$ cat src/rtl/store_buffer_packer_pkg.sv
// Shared encodings for the store buffer: operand size codes and the full-word byte-enable mask.
package store_buffer_packer_pkg;

  typedef enum logic [1:0] {
    SIZE_WORD = 2'b00,
    SIZE_HALF = 2'b01,
    SIZE_BYTE = 2'b10,
    SIZE_ILL  = 2'b11
  } st_size_e;

  localparam logic [3:0] BE_ALL = 4'b1111;

endpackage

$ cat src/rtl/store_lane_pack.sv
// Combinational lane packer: narrows a store operand to its byte lanes and flags misaligned/illegal sizes.
module store_lane_pack
  import store_buffer_packer_pkg::*;
(
  input  logic [1:0]  addr_lo,
  input  logic [1:0]  size,
  input  logic [31:0] data,
  output logic [3:0]  be,
  output logic [31:0] wdata,
  output logic        misalign
);

  // Lane selection and data replication per operand size
  always_comb begin
    be       = 4'b0000;
    wdata    = 32'h0000_0000;
    misalign = 1'b0;
    case (size)
      SIZE_BYTE: begin
        be    = 4'b0001 << addr_lo;
        wdata = {4{data[7:0]}};
      end
      SIZE_HALF: begin
        be       = addr_lo[1] ? 4'b1100 : 4'b0011;
        wdata    = {2{data[15:0]}};
        misalign = addr_lo[0];
      end
      SIZE_WORD: begin
        be       = BE_ALL;
        wdata    = data;
        misalign = (addr_lo != 2'b00);
      end
      default: begin
        be       = 4'b0000;
        wdata    = 32'h0000_0000;
        misalign = 1'b1;
      end
    endcase
  end

endmodule

$ cat src/rtl/store_buffer_packer.sv
// Store buffer: packs MEM-stage stores into word-aligned lane writes and queues them toward data memory.
module store_buffer_packer
  import store_buffer_packer_pkg::*;
#(
  parameter int DEPTH = 2,
  parameter int AW    = 32
) (
  input  logic                     clk,
  input  logic                     reset,
  input  logic                     st_valid,
  output logic                     st_ready,
  input  logic [AW-1:0]            st_addr,
  input  logic [31:0]              st_data,
  input  logic [1:0]               st_size,
  output logic                     st_err,
  output logic                     dm_valid,
  input  logic                     dm_ready,
  output logic [AW-1:0]            dm_addr,
  output logic [31:0]              dm_wdata,
  output logic [3:0]               dm_be,
  output logic [$clog2(DEPTH):0]   count
);

  localparam int PW = $clog2(DEPTH);
  localparam int CW = PW + 1;
  localparam logic [CW-1:0] FULL_CNT = CW'(DEPTH);

  logic [AW-3:0]   mem_addr_r  [DEPTH];
  logic [31:0]     mem_wdata_r [DEPTH];
  logic [3:0]      mem_be_r    [DEPTH];
  logic [PW-1:0]   wr_ptr_r;
  logic [PW-1:0]   rd_ptr_r;
  logic [CW-1:0]   count_r;
  logic            st_err_r;

  logic [3:0]      pack_be_s;
  logic [31:0]     pack_wdata_s;
  logic            pack_misalign_s;
  logic            accept_s;
  logic            push_s;
  logic            pop_s;
  logic            dm_valid_s;

  store_lane_pack u_pack (
    .addr_lo  (st_addr[1:0]),
    .size     (st_size),
    .data     (st_data),
    .be       (pack_be_s),
    .wdata    (pack_wdata_s),
    .misalign (pack_misalign_s)
  );

  // Handshake decode; dm_valid is suppressed during reset so no write escapes in the reset cycle
  always_comb begin
    st_ready   = (count_r != FULL_CNT);
    dm_valid_s = (count_r != {CW{1'b0}}) && !reset;
    accept_s   = st_valid && st_ready;
    push_s     = accept_s && !pack_misalign_s;
    pop_s      = dm_valid_s && dm_ready;
  end

  // FIFO payload storage, written only for legal accepted stores
  always_ff @(posedge clk) begin
    if (push_s && !reset) begin
      mem_addr_r[wr_ptr_r]  <= st_addr[AW-1:2];
      mem_wdata_r[wr_ptr_r] <= pack_wdata_s;
      mem_be_r[wr_ptr_r]    <= pack_be_s;
    end
  end

  // Pointers, occupancy and error pulse
  always_ff @(posedge clk) begin
    if (reset) begin
      wr_ptr_r <= {PW{1'b0}};
      rd_ptr_r <= {PW{1'b0}};
      count_r  <= {CW{1'b0}};
      st_err_r <= 1'b0;
    end else begin
      st_err_r <= accept_s && pack_misalign_s;
      if (push_s) begin
        wr_ptr_r <= wr_ptr_r + PW'(1);
      end
      if (pop_s) begin
        rd_ptr_r <= rd_ptr_r + PW'(1);
      end
      case ({push_s, pop_s})
        2'b10:   count_r <= count_r + CW'(1);
        2'b01:   count_r <= count_r - CW'(1);
        default: count_r <= count_r;
      endcase
    end
  end

  // Head entry presentation; all zeros while empty
  always_comb begin
    if (dm_valid_s) begin
      dm_addr  = {mem_addr_r[rd_ptr_r], 2'b00};
      dm_wdata = mem_wdata_r[rd_ptr_r];
      dm_be    = mem_be_r[rd_ptr_r];
    end else begin
      dm_addr  = {AW{1'b0}};
      dm_wdata = 32'h0000_0000;
      dm_be    = 4'b0000;
    end
  end

  assign dm_valid = dm_valid_s;
  assign count    = count_r;
  assign st_err   = st_err_r;

endmodule

$ cat config.mk
export PLATFORM = sky130hd
export DESIGN_NAME = store_buffer_packer
export DESIGN_NICKNAME = d
export VERILOG_FILES = /design/src/rtl/store_buffer_packer_pkg.sv /design/src/rtl/store_lane_pack.sv /design/src/rtl/store_buffer_packer.sv
export SDC_FILE = /design/constraint.sdc
export NUM_CORES = 1
export LEC_CHECK = 0
export BUFFER_PORTS_ARGS = -buffer_cell sky130_fd_sc_hd__buf_2
export CORE_MARGIN = 2
export CORE_UTILIZATION = 53
export DETAILED_ROUTE_END_ITERATION = 16
export MAX_ROUTING_LAYER = met4
export PLACE_DENSITY_LB_ADDON = 0.25
export RECOVER_POWER = 50
export SLEW_MARGIN = 10
export SYNTH_ARGS = -nofsm -noshare
export SYNTH_HDL_FRONTEND = slang
export SYNTH_SLANG_ARGS = --single-unit
$ cat constraint.sdc
create_clock -name clk -period 9.91 [get_ports clk]
set_input_delay 1.982 -clock clk [delete_from_list [all_inputs] [get_ports clk]]
set_output_delay 1.982 -clock clk [all_outputs]
set_load 0.005 [all_outputs]
Yosys cells after proc, flatten, opt, wreduce, memory -nomap -nowiden:

Memories as Yosys holds them, arrays and structs flattened. A register that Yosys moved wholly into a read port is not among the register bits.
Index checks and enable logic that the tools add are counted.

* flip-flop bits (word level): 5
* bits in latches: 0
* RAM bits: 132
* ROM bits: 0
* input port bits: 70
* word-level logic and storage cells: 45
* memories kept: 3

* $add $sub $neg: 4
* multipliers: 0
* div/mod/pow operators: 0
* $lt $le $gt $ge: 0
* eq/ne operators: 5
* shifts and indexed selects: 1
* muxes and demuxes: 16
* bitwise logic cells: 0
* reduce and logical (&&, ||, !) cells: 12

Memories
* mem_wdata_r: words 2, bits a word 32, read ports 1, clocked after memory_dff 1, wr ports 1, line store_buffer_packer.sv:29 `logic [31:0] mem_wdata_r [DEPTH];`
* mem_addr_r: words 2, bits a word 30, read ports 1, clocked after memory_dff 1, wr ports 1, line store_buffer_packer.sv:28 `logic [AW-3:0] mem_addr_r [DEPTH];`
* mem_be_r: words 2, bits a word 4, read ports 1, clocked after memory_dff 1, wr ports 1, line store_buffer_packer.sv:30 `logic [3:0] mem_be_r [DEPTH];`

Operators by type and width (number)
* $pmux W32 S3: 1
* $mux W32: 2
* $pmux W4 S3: 1
* $mux W1: 8
* $mux W4: 2
* $logic_and A1 B1 Y1: 6
* $reduce_bool A2 Y1: 3
* $eq A2 B1 Y1 const B: 2
* $eq A2 B2 Y1 const B: 2
* $pmux W2 S2: 1
* $shl A1 B2 Y4 const A: 1
* $pmux W1 S3: 1
* $add A1 B1 Y1 const B: 2
* $add A2 B1 Y2 const B: 1
* $logic_not A1 Y1: 2
* $logic_not A2 Y1: 1
* $ne A2 B2 Y1 const B: 1
* $sub A2 B1 Y2 const B: 1

Longest topological paths before layout:

Gate-level depths: netlist of the first run.

* depth in word-level cells: 7
* mapped depth: 8
* gate-level depth less buffers: 7

Cells and area by module:

A second synthesis of the first run with hierarchy kept.

* cell total of the unflattened synthesis: 401
* area total of the unflattened synthesis: 5788.1 um^2

Modules (own cells, without submodules)
* store_buffer_packer: times used 1, cells an instance 317, area each 5277.6 um^2, seq. area each 4083.9 um^2
* store_lane_pack: times used 1, cells an instance 84, area each 510.5 um^2, seq. area each 0.0 um^2

Worst setup path after synthesis of the first run:

Ideal clock, no wire load.

* path type: input-to-reg
* start point: input st_size[1]
* end point: memory mem_addr_r[0][0] in the netlist's numbering, enable pin
* library setup time: 0.571 ns
* arrival: 6.975 ns
* data required time: 9.339 ns
* slack: 2.364 ns
* stages on the path: 5
* buffers on the path: 1
* cells stage by stage: buf_2 > nor2_1 > a21o_2 > nand3_1 > nor3_1

* cells in the longest elaborated chain, start to end: 7
* elaborated cells between the ends (all ways): 9
* those cells by class: 2 x eq/ne; 3 x mux; 4 x reduce/logical

Ends and longest elaborated chain
* start: declaration: line store_buffer_packer.sv:14 `input logic [1:0] st_size,`
* $eq A2 B1 Y1 (tied with other cells): line store_lane_pack.sv:18 `case (size)`
* $pmux W1 S3 (*): line store_lane_pack.sv:18
* $logic_not A1 Y1 (*): line store_buffer_packer.sv:58 `push_s = accept_s && !pack_misalign_s;`
* $logic_and A1 B1 Y1 (*): line store_buffer_packer.sv:58
* $logic_and A1 B1 Y1 (*): line store_buffer_packer.sv:64 `if (push_s && !reset) begin`
* $mux W1 (*): line store_buffer_packer.sv:64
* $mux W1 (not written as such) (*): line store_buffer_packer.sv:65 `mem_addr_r[wr_ptr_r] <= st_addr[AW-1:2];`
* end: declaration: line store_buffer_packer.sv:28

Every way passes the cells marked *; elsewhere a longest branch is shown, timed or not.

Worst setup path in the final report of the first run:

* start point: input reset
* end point: output dm_be[3]

* cells in the longest elaborated chain, start to end: 3

Ends and longest elaborated chain
* start: declaration: line store_buffer_packer.sv:9 `input logic reset,`
* $logic_not A1 Y1: line store_buffer_packer.sv:56 `dm_valid_s = (count_r != {CW{1'b0}}) && !reset;`
* $logic_and A1 B1 Y1: line store_buffer_packer.sv:56
* $mux W4: line store_buffer_packer.sv:96 `if (dm_valid_s) begin`
* end: declaration: line store_buffer_packer.sv:20 `output logic [3:0] dm_be,`

Every way passes these cells.

==> impl_metrics.yaml, run 1 <==
outcome:
  status: "finished, violations left"
  violations: "capacitance limit, slew limit"
synthesis:
  synth_area_leader_cell: "edfxtp_1"
  synth_top_cell_area_share_pct: 69.0
  yosysSeqAreaShare_pct: 71.1
  yosys_warnings: 0
  yosys_register_bits: 138
  syn_area_sq_mm: 0.00575
  yosys-top-cells-area: "edfxtp_1, mux2i_1, nor2_1"
  synth_area_per_cell_sq_um: 14.5
  synth.distinct_cells: 31
  syn-instance-count: 395
route:
  routed_via_density: 5.20
  drt_pre_antenna_iters: 4
  vias: 3579
  drtIter0Drc: 205
  wl_per_cell_um: 16.3
  drc: 0
  antenna_left: 0
  drt-total-wl_um: 11200
cells_and_area:
  drive_gt1_share_pct: 27.2
  final_cells: 688
  regArea_sq_mm: 0.00409
  area_growth_pct: 22.6
  fill_cells: 838
  multi_input_area_sq_mm: 0.00148
  diodes: 0
  post-route-util_pct: 65.9
  nets: 606
global_route:
  antenna_found_initial: 0
  use_met1_pct: 26.5
  grt_pass1_vias: 3505
  grt_max_degree: 67
  track_usage_pct: 20.5
  grt-ovfl-total: 0
  grt-busiest-layer: "met2"
  grtUsageMet2_pct: 32.0
  grt_util_met3_pct: 5.06
  grt_pass1_wl_um: 17200
cts:
  clockRootBuffer: "clkbuf_8"
  clkSlewWorstSetupHoldPaths_ns: 0.06
  cts_tree: "yes"
  cts_made_buffers: 17
  clockBufferDepth: 2
  cts.sinks: 138
  htree_levels: 4
  ctsResizeCount: 0
  hold_buffers: 0
  clock_latency_ns: 0.52
  cts_setup_buffers: 0
timing:
  report.final.slew_viol_count: 70
  hold_viol: 0
  relSlewSlack_pct: -40.3
  finalSetupTns_ns: 0
  rsz0062_at_grt: "no"
  max_freq_mhz: 143
  min_period_ns: 6.97
  final.period_utilization_pct: 70.3
  skew_ns: 0.0104
  tightest_slew_ns: 2.10
  finalSetupViolCount: 0
worst_setup_path:
  cp.required_ns: 7.93
  critPathMaxFanout: 39
  cp-end-kind: "output port"
  arrival_ns: 4.99
  path_class: "in -> out"
  start_kind: "input pin"
place:
  hpwl_um: 7050
  io_buffers: 140
  place_inst: 656
  place_congestion: 0.787
die:
  pin_count: 143
  die_area_sq_mm: 0.0117
  num_rows: 38
  core_area_sq_mm: 0.0107
  chipHeight_um: 108
  dieWidth_um: 108
  start_util_pct: 53.7
power_and_ir_drop:
  irDropWorstVdd_v: 0.000124
  p_leak_nw: 2.67
  intPower_w: 0.00109
  comb_power_share_pct: 8.1
  p_sw_share_pct: 21.7
  p_clk_share_pct: 43.6
  powerDensity_mw_per_mm2: 197
  seqPwrFrac_pct: 48.3
  p_sw_w: 0.000302
run:
  cap_violations: 2
worst_hold_path:
  min_path_type: "reg -> reg"
==> routing by layer <==
metal	wire [um]	part of all wire [%]
met2	5450	49
met4	167	1.5
met1	4910	44
met3	672	6.0
met5	0	0
==> cell families after synthesis <==
logic type	count (synthesis)	synth area share, %
other	1	0.0653
AND/OR/NAND/NOR	101	7.34
flip-flops	138	71.1
XOR/XNOR	3	0.457
adder cells (fa/ha/maj)	1	0.218
AO/OA/AOI/OAI	34	3.48
buffers and inverters	35	3.09
multiplexers	82	14.3
==> per-stage QoR <==
stage / worst slack (ns) / cell area [sq um] / power (W) / hold slack, ns
finish: 2.94 / 7050 / 0.00139 / 0.517
global route: 2.66 / 7050 / 0.00144 / 0.562
CTS: 4.60 / 7100 / 0.00140 / 0.531
detailed placement: 4.61 / 6530 / 0.000799 / 0.509
global placement: 4.65 / 6530 / 0.000795 / 0.507
floorplan: 2.36 / 5750 / 0.000750 / 0.480
==> worst paths after layout <==
kind	slack (ns)	depth (start not counted)	to	from
worst max-delay path	2.94	5	dm_be[3]	reset
worst min-delay path	0.52	2	count[1]$_SDFFE_PP0P_	count[1]$_SDFFE_PP0P_
worst max register to register	5.38	7	count[1]$_SDFFE_PP0P_	count[0]$_SDFFE_PP0P_
worst min register to register	0.52	2	count[1]$_SDFFE_PP0P_	count[1]$_SDFFE_PP0P_
==> cells in the final DEF (no fill, tap or decap) <==
cell type / instances
clkinv_4: 2
clkbuf_16: 16
clkinv_1: 2
clkinv_2: 5
buf_1: 1
xor2_1: 1
o21ai_0: 25
o21bai_1: 1
inv_2: 1
edfxtp_1: 132
or3_1: 1
nand3_1: 1
mux2i_1: 82
xnor2_1: 2
nor3_1: 2
conb_1: 2
buf_4: 2
a32o_1: 1
nor2b_1: 2
ha_1: 1
a21o_2: 1
and3_1: 1
clkbuf_8: 1
buf_2: 115
clkbuf_1: 27
inv_1: 10
clkinvlp_4: 2
nand2_1: 10
dfxtp_1: 5
dfxtp_4: 1
a21o_1: 2
nor2_1: 73
bufinv_16: 3
a21oi_1: 2
nand2b_1: 2
o22ai_1: 2
and2_0: 9
==> state kept, by name, indices dropped and copies added (netlist names), named ones only <==
register and cells:
rd_ptr_r 1, mem_addr_r 60, mem_wdata_r 64, count 2, st_err 1, wr_ptr_r 1, mem_be_r 8
==> power by group through the flow <==
stage / logic (W) / clock network, W / registers, W
2_1_floorplan: 0.0000752 / 0 / 0.000675
3_3_place_gp: 0.000112 / 0 / 0.000683
3_5_place_dp: 0.000115 / 0 / 0.000684
4_1_cts: 0.000116 / 0.000614 / 0.000672
5_1_grt: 0.000125 / 0.000641 / 0.000673
6_report: 0.000113 / 0.000605 / 0.000671
==> cells in the mapped netlist (all sizes together) <==
library cell / count
edfxtp: 132
mux2i: 82
nor2: 73
o21ai: 25
buf: 21
inv: 11
nand2: 10
and2: 9
dfxtp: 6
a21o: 3
clkbuf: 3
a21oi: 2
nand2b: 2
nor2b: 2
nor3: 2
o22ai: 2
xnor2: 2
a32o: 1
and3: 1
conb: 1
ha: 1
nand3: 1
o21bai: 1
or3: 1
xor2: 1
==> worst max-delay path: stages <==
cell      delay, ns
clkbuf_1       0.27
o21bai_1       0.91
clkbuf_1       1.36
nor2_1         0.20
buf_2          0.22
==> final cells by class <==
type | count | area share [%]
inverters | 11 | 0.586
clock inverters | 14 | 2.20
flip-flops and latches | 138 | 58.0
repair buffers | 144 | 9.82
multi-input cells | 223 | 21.0
well taps | 140 | 2.49
clock buffers | 18 | 5.93
Note: power is estimated with default switching activity, not from simulation.
==> run 2: changes to the inputs <==
CORE_UTILIZATION = 48   (was 53)
clock period = 5.6 ns   (was 9.91 ns; I/O delays follow)
==> impl_metrics.yaml, run 2 (synthesis results as in run 1) <==
outcome:
  status: "finished, final reports clean"
cells_and_area:
  regArea_sq_mm: 0.00409
  top_register: "mem_wdata_r"
  diodes: 0
  fill_cells: 919
  drive_gt1_share_pct: 28.5
  final_common_cell: "edfxtp_1"
  multi_input_area_sq_mm: 0.00150
  top_regs: "mem_wdata_r: 64 flops, mem_addr_r: 60 flops, mem_be_r: 8 flops"
  nets: 606
  final_cell_mix: "edfxtp_1, buf_2, mux2i_1"
  area_growth_pct: 23.5
  largest_reg_flops: 64
cts:
  cts_made_buffers: 17
  clock_latency_ns: 0.40
  htree_levels: 4
  clkSlewWorstSetupHoldPaths_ns: 0.06
  ctsResizeCount: 0
  cts.sinks: 138
  hold_buffers: 0
  cts_setup_buffers: 0
  clockRootBuffer: "clkbuf_16"
  cts_tree: "yes"
  clockBufferDepth: 2
die:
  die_area_sq_mm: 0.0129
  pin_count: 143
  core_area_sq_mm: 0.0116
  start_util_pct: 49.7
  chipHeight_um: 113
  num_rows: 39
  dieWidth_um: 113
timing:
  max_freq_mhz: 240
  whs_ns: 0.549
  tightest_slew_ns: 1.37
  finalSetupViolCount: 0
  report.final.slew_viol_count: 0
  rsz0062_at_grt: "no"
  relSlewSlack_pct: 8.42
  min_period_ns: 4.16
  final.period_utilization_pct: 74.3
  hold_viol: 0
  skew_ns: 0.00639
  finalSetupTns_ns: 0
global_route:
  antenna_found_initial: 0
  grt_pass1_vias: 3472
  grt_max_degree: 67
  grt_pass1_wl_um: 17700
  grt-ovfl-total: 0
  track_usage_pct: 18.5
run:
  cap_violations: 0
worst_setup_path:
  r2r_setup_slack_ns: 2.80
  r2r_end: "mem_wdata_r[1][30]$_DFFE_PP_"
  start_kind: "input pin"
  cp.required_ns: 5.63
  arrival_ns: 4.19
  ff2ff_path_depth: 5
  cp-end-kind: "flop"
  path_class: "in -> reg"
  critPathMaxFanout: 44
  r2r_start: "count[0]$_SDFFE_PP0P_"
worst_hold_path:
  hold_path_depth: 2
  hold_start: "rd_ptr_r$_SDFFE_PP0P_"
  min_path_type: "reg -> reg"
  worstHoldEndpoint: "rd_ptr_r$_SDFFE_PP0P_"
route:
  drt-total-wl_um: 11200
  vias: 3523
  antenna_left: 0
  drtIter0Drc: 201
  drc: 0
  drt_pre_antenna_iters: 5
  routed_via_density: 5.10
  wl_per_cell_um: 16.2
place:
  hpwl_um: 7580
  place_congestion: 0.796
  io_buffers: 140
power_and_ir_drop:
  powerDensity_mw_per_mm2: 348
  irDropWorstVdd_v: 0.000179
  p_leak_nw: 2.69
-- run 2: cell count changes in the layout (fill, tap and decap cells not counted), moves of 2 or more --
cell / previous run / this run
buf_2: 115 / 111
buf_4: 2 / 4
clkbuf_1: 27 / 24
clkbuf_2: 0 / 5
clkinv_2: 5 / 1
clkinv_4: 2 / 5
inv_6: 0 / 5
-- run 2: layer usage --
layer	global-route usage [%]	routed length [um]	share of wire (%)
met5	-	0	0
met2	28.7	5280	47
met4	4.96	83	0.74
met1	25.0	5070	45
met3	4.46	783	7.0
-- run 2: how the worst max path moves through the flow --
stage               cells past startpoint                           end  slack, ns  startpoint
floorplan                               5    mem_addr_r[0][0]$_DFFE_PP_       0.93  st_size[1]
global placement                        5   mem_wdata_r[1][2]$_DFFE_PP_       1.72  st_size[1]
detailed placement                      5   mem_wdata_r[1][8]$_DFFE_PP_       1.67  st_size[1]
CTS                                     5                      dm_be[1]       1.99       reset
global route                            5  mem_wdata_r[1][30]$_DFFE_PP_       1.20  st_size[0]
finish                                  5  mem_wdata_r[1][30]$_DFFE_PP_       1.44  st_size[0]
-- run 2: final cells by class --
| type | count | area share [%] |
|---|---|---|
| Sequential cell | 138 | 57.6 |
| Multi-Input combinational cell | 223 | 21.1 |
| Timing Repair Buffer | 144 | 9.87 |
| Clock buffer | 17 | 5.99 |
| Tap cell | 143 | 2.52 |
| Clock inverter | 15 | 2.31 |
| Inverter | 11 | 0.582 |
-- run 2: where the power goes --
| group | total (W) | leakage [nW] | internal (W) | switching [W] |
|---|---|---|---|---|
| logic | 0.000207 | 1.15 | 0.0000887 | 0.000118 |
| clock network | 0.00108 | 0.287 | 0.000663 | 0.000421 |
| registers | 0.00118 | 1.25 | 0.00116 | 0.0000188 |
| total | 0.00247 | 2.69 | 0.00192 | 0.000558 |
-- run 2: per-stage QoR --
| stage | utilization [%] | instance area, sq um | std cells | total power [W] | setup WS, ns |
|---|---|---|---|---|---|
| after floorplan | - | 5760 | 396 | 0.00133 | 0.930 |
| after global placement | 56.6 | 6540 | 659 | 0.00141 | 1.72 |
| after detailed placement | 56.6 | 6540 | 659 | 0.00142 | 1.67 |
| after CTS | 61.6 | 7130 | 691 | 0.00250 | 1.99 |
| after global routing | 61.4 | 7100 | 691 | 0.00256 | 1.20 |
| final | 61.4 | 7100 | 691 | 0.00247 | 1.44 |
-- run 2: critical path: stages --
cell      delay (ns)
clkbuf_1        0.53
nor2b_1         0.79
a21o_2          0.21
and3_1          0.86
buf_4           0.63
==> run 3: changes to the inputs <==
CORE_UTILIZATION = 53   (was 48)
clock period = 4 ns   (was 5.6 ns; I/O delays follow)
==> impl_metrics.yaml, run 3 (synthesis results as in run 1) <==
outcome:
  status: "finished, final reports clean"
cells_and_area:
  top_regs: "mem_wdata_r: 64 flops, mem_addr_r: 60 flops, mem_be_r: 8 flops"
  drive_gt1_share_pct: 29.0
  nets: 610
  largest_reg_flops: 64
  stdcell_area_sq_mm: 0.00723
  regArea_sq_mm: 0.00409
  top_register: "mem_wdata_r"
  multi_input_area_sq_mm: 0.00149
  final_common_cell: "edfxtp_1"
  area_growth_pct: 25.7
  diodes: 0
  fill_cells: 784
  final_cell_mix: "edfxtp_1, buf_2, mux2i_1"
die:
  core_area_sq_mm: 0.0107
  num_rows: 38
  die_area_sq_mm: 0.0117
  dieWidth_um: 108
  chipHeight_um: 108
  pin_count: 143
  start_util_pct: 53.7
cts:
  ctsResizeCount: 0
  cts.sinks: 138
  clockRootBuffer: "clkbuf_8"
  cts_setup_buffers: 0
  clock_latency_ns: 0.51
  hold_buffers: 0
  cts_made_buffers: 17
  clkSlewWorstSetupHoldPaths_ns: 0.06
  clockBufferDepth: 2
  cts_tree: "yes"
  htree_levels: 4
worst_setup_path:
  cp.required_ns: 4.13
  r2r_setup_slack_ns: 1.67
  crit_cells: 6
  start_kind: "input pin"
  critPathMaxFanout: 30
  path_cells: "clkbuf_1 -> nand2b_1 -> a21o_2 -> nand3_1 -> nor3_1 -> clkbuf_2"
  ff2ff_path_depth: 5
  cp-end-kind: "flop"
  arrival_ns: 3.40
  cp_num_buf_inv: 2
  slowest_stage: "clkbuf_1"
  slowest_delay_ns: 0.99
  path_class: "in -> reg"
  cpLargestDelayFamily: "buffers and inverters"
route:
  drc: 0
  wl_per_cell_um: 16.2
  drt_pre_antenna_iters: 4
  routed_via_density: 5.13
  drt-total-wl_um: 11200
  vias: 3547
  drtIter0Drc: 219
  antenna_left: 0
global_route:
  grt_pass1_vias: 3484
  grt-ovfl-total: 0
  track_usage_pct: 20.4
  antenna_found_initial: 0
  grt_max_degree: 52
  grt_pass1_wl_um: 17200
timing:
  finalSetupViolCount: 0
  finalSetupTns_ns: 0
  max_freq_mhz: 306
  rsz0062_at_grt: "no"
  tightest_slew_ns: 1.40
  hold_viol: 0
  whs_ns: 0.483
  final.period_utilization_pct: 81.8
  report.final.slew_viol_count: 0
  skew_ns: 0.00550
  min_period_ns: 3.27
  relSlewSlack_pct: 6.86
power_and_ir_drop:
  irDropWorstVdd_v: 0.000363
  p_total_w: 0.00375
  powerDensity_mw_per_mm2: 519
  p_leak_nw: 2.76
place:
  io_buffers: 140
  place_congestion: 0.786
  hpwl_um: 7370
  post_dp_cell_area_sq_mm: 0.00658
worst_hold_path:
  hold_path_depth: 1
  min_path_type: "in -> reg"
run:
  cap_violations: 0
==> run 3: path summary, 6_finish.rpt <==
path / from / end
max: st_size[0] / mem_addr_r[0][22]$_DFFE_PP_
min: st_addr[24] / mem_addr_r[0][22]$_DFFE_PP_
max reg2reg: count[0]$_SDFFE_PP0P_ / mem_wdata_r[1][6]$_DFFE_PP_
min reg2reg: rd_ptr_r$_SDFFE_PP0P_ / flop
==> run 3: layout make-up <==
class	instances	area share (%)
Inverter	11	0.571
Tap cell	140	2.42
Multi-Input combinational cell	223	20.6
Clock inverter	13	3.77
Clock buffer	18	5.78
Sequential cell	138	56.6
Timing Repair Buffer	148	10.3
==> run 3: routing by layer <==
layer	wire length, um	track usage (%)	part of all wire (%)	vias to the layer above
li1	-	-	-	1716
met1	4900	25.8	44	1677
met2	5460	32.5	49	148
met3	779	5.73	7.0	6
met4	65	5.68	0.58	0
met5	0	-	0	-
==> run 3: worst reg2reg max path, delay by kind of cell, from the launching register on <==
| kind | cells | cell delay (ns) |
|---|---|---|
| buffers and inverters | 1 | 0.37 |
| DFF | 1 | 0.46 |
| and+or+nand+nor | 4 | 1.14 |
==> run 3: metrics by stage <==
step,cells,setup WS [ns],util [%]
after floorplan,396,0.641,-
after global placement,660,1.10,61.5
after detailed placement,660,1.05,61.5
after CTS,691,0.844,68.0
after global routing,691,0.541,67.5
final,691,0.729,67.5
==> run 3: where the power goes <==
part	leakage (nW)	switching (W)	internal (W)
Combinational	1.18	0.000163	0.000127
Clock	0.330	0.000547	0.00126
Sequential	1.25	0.0000267	0.00163
Total	2.76	0.000737	0.00301
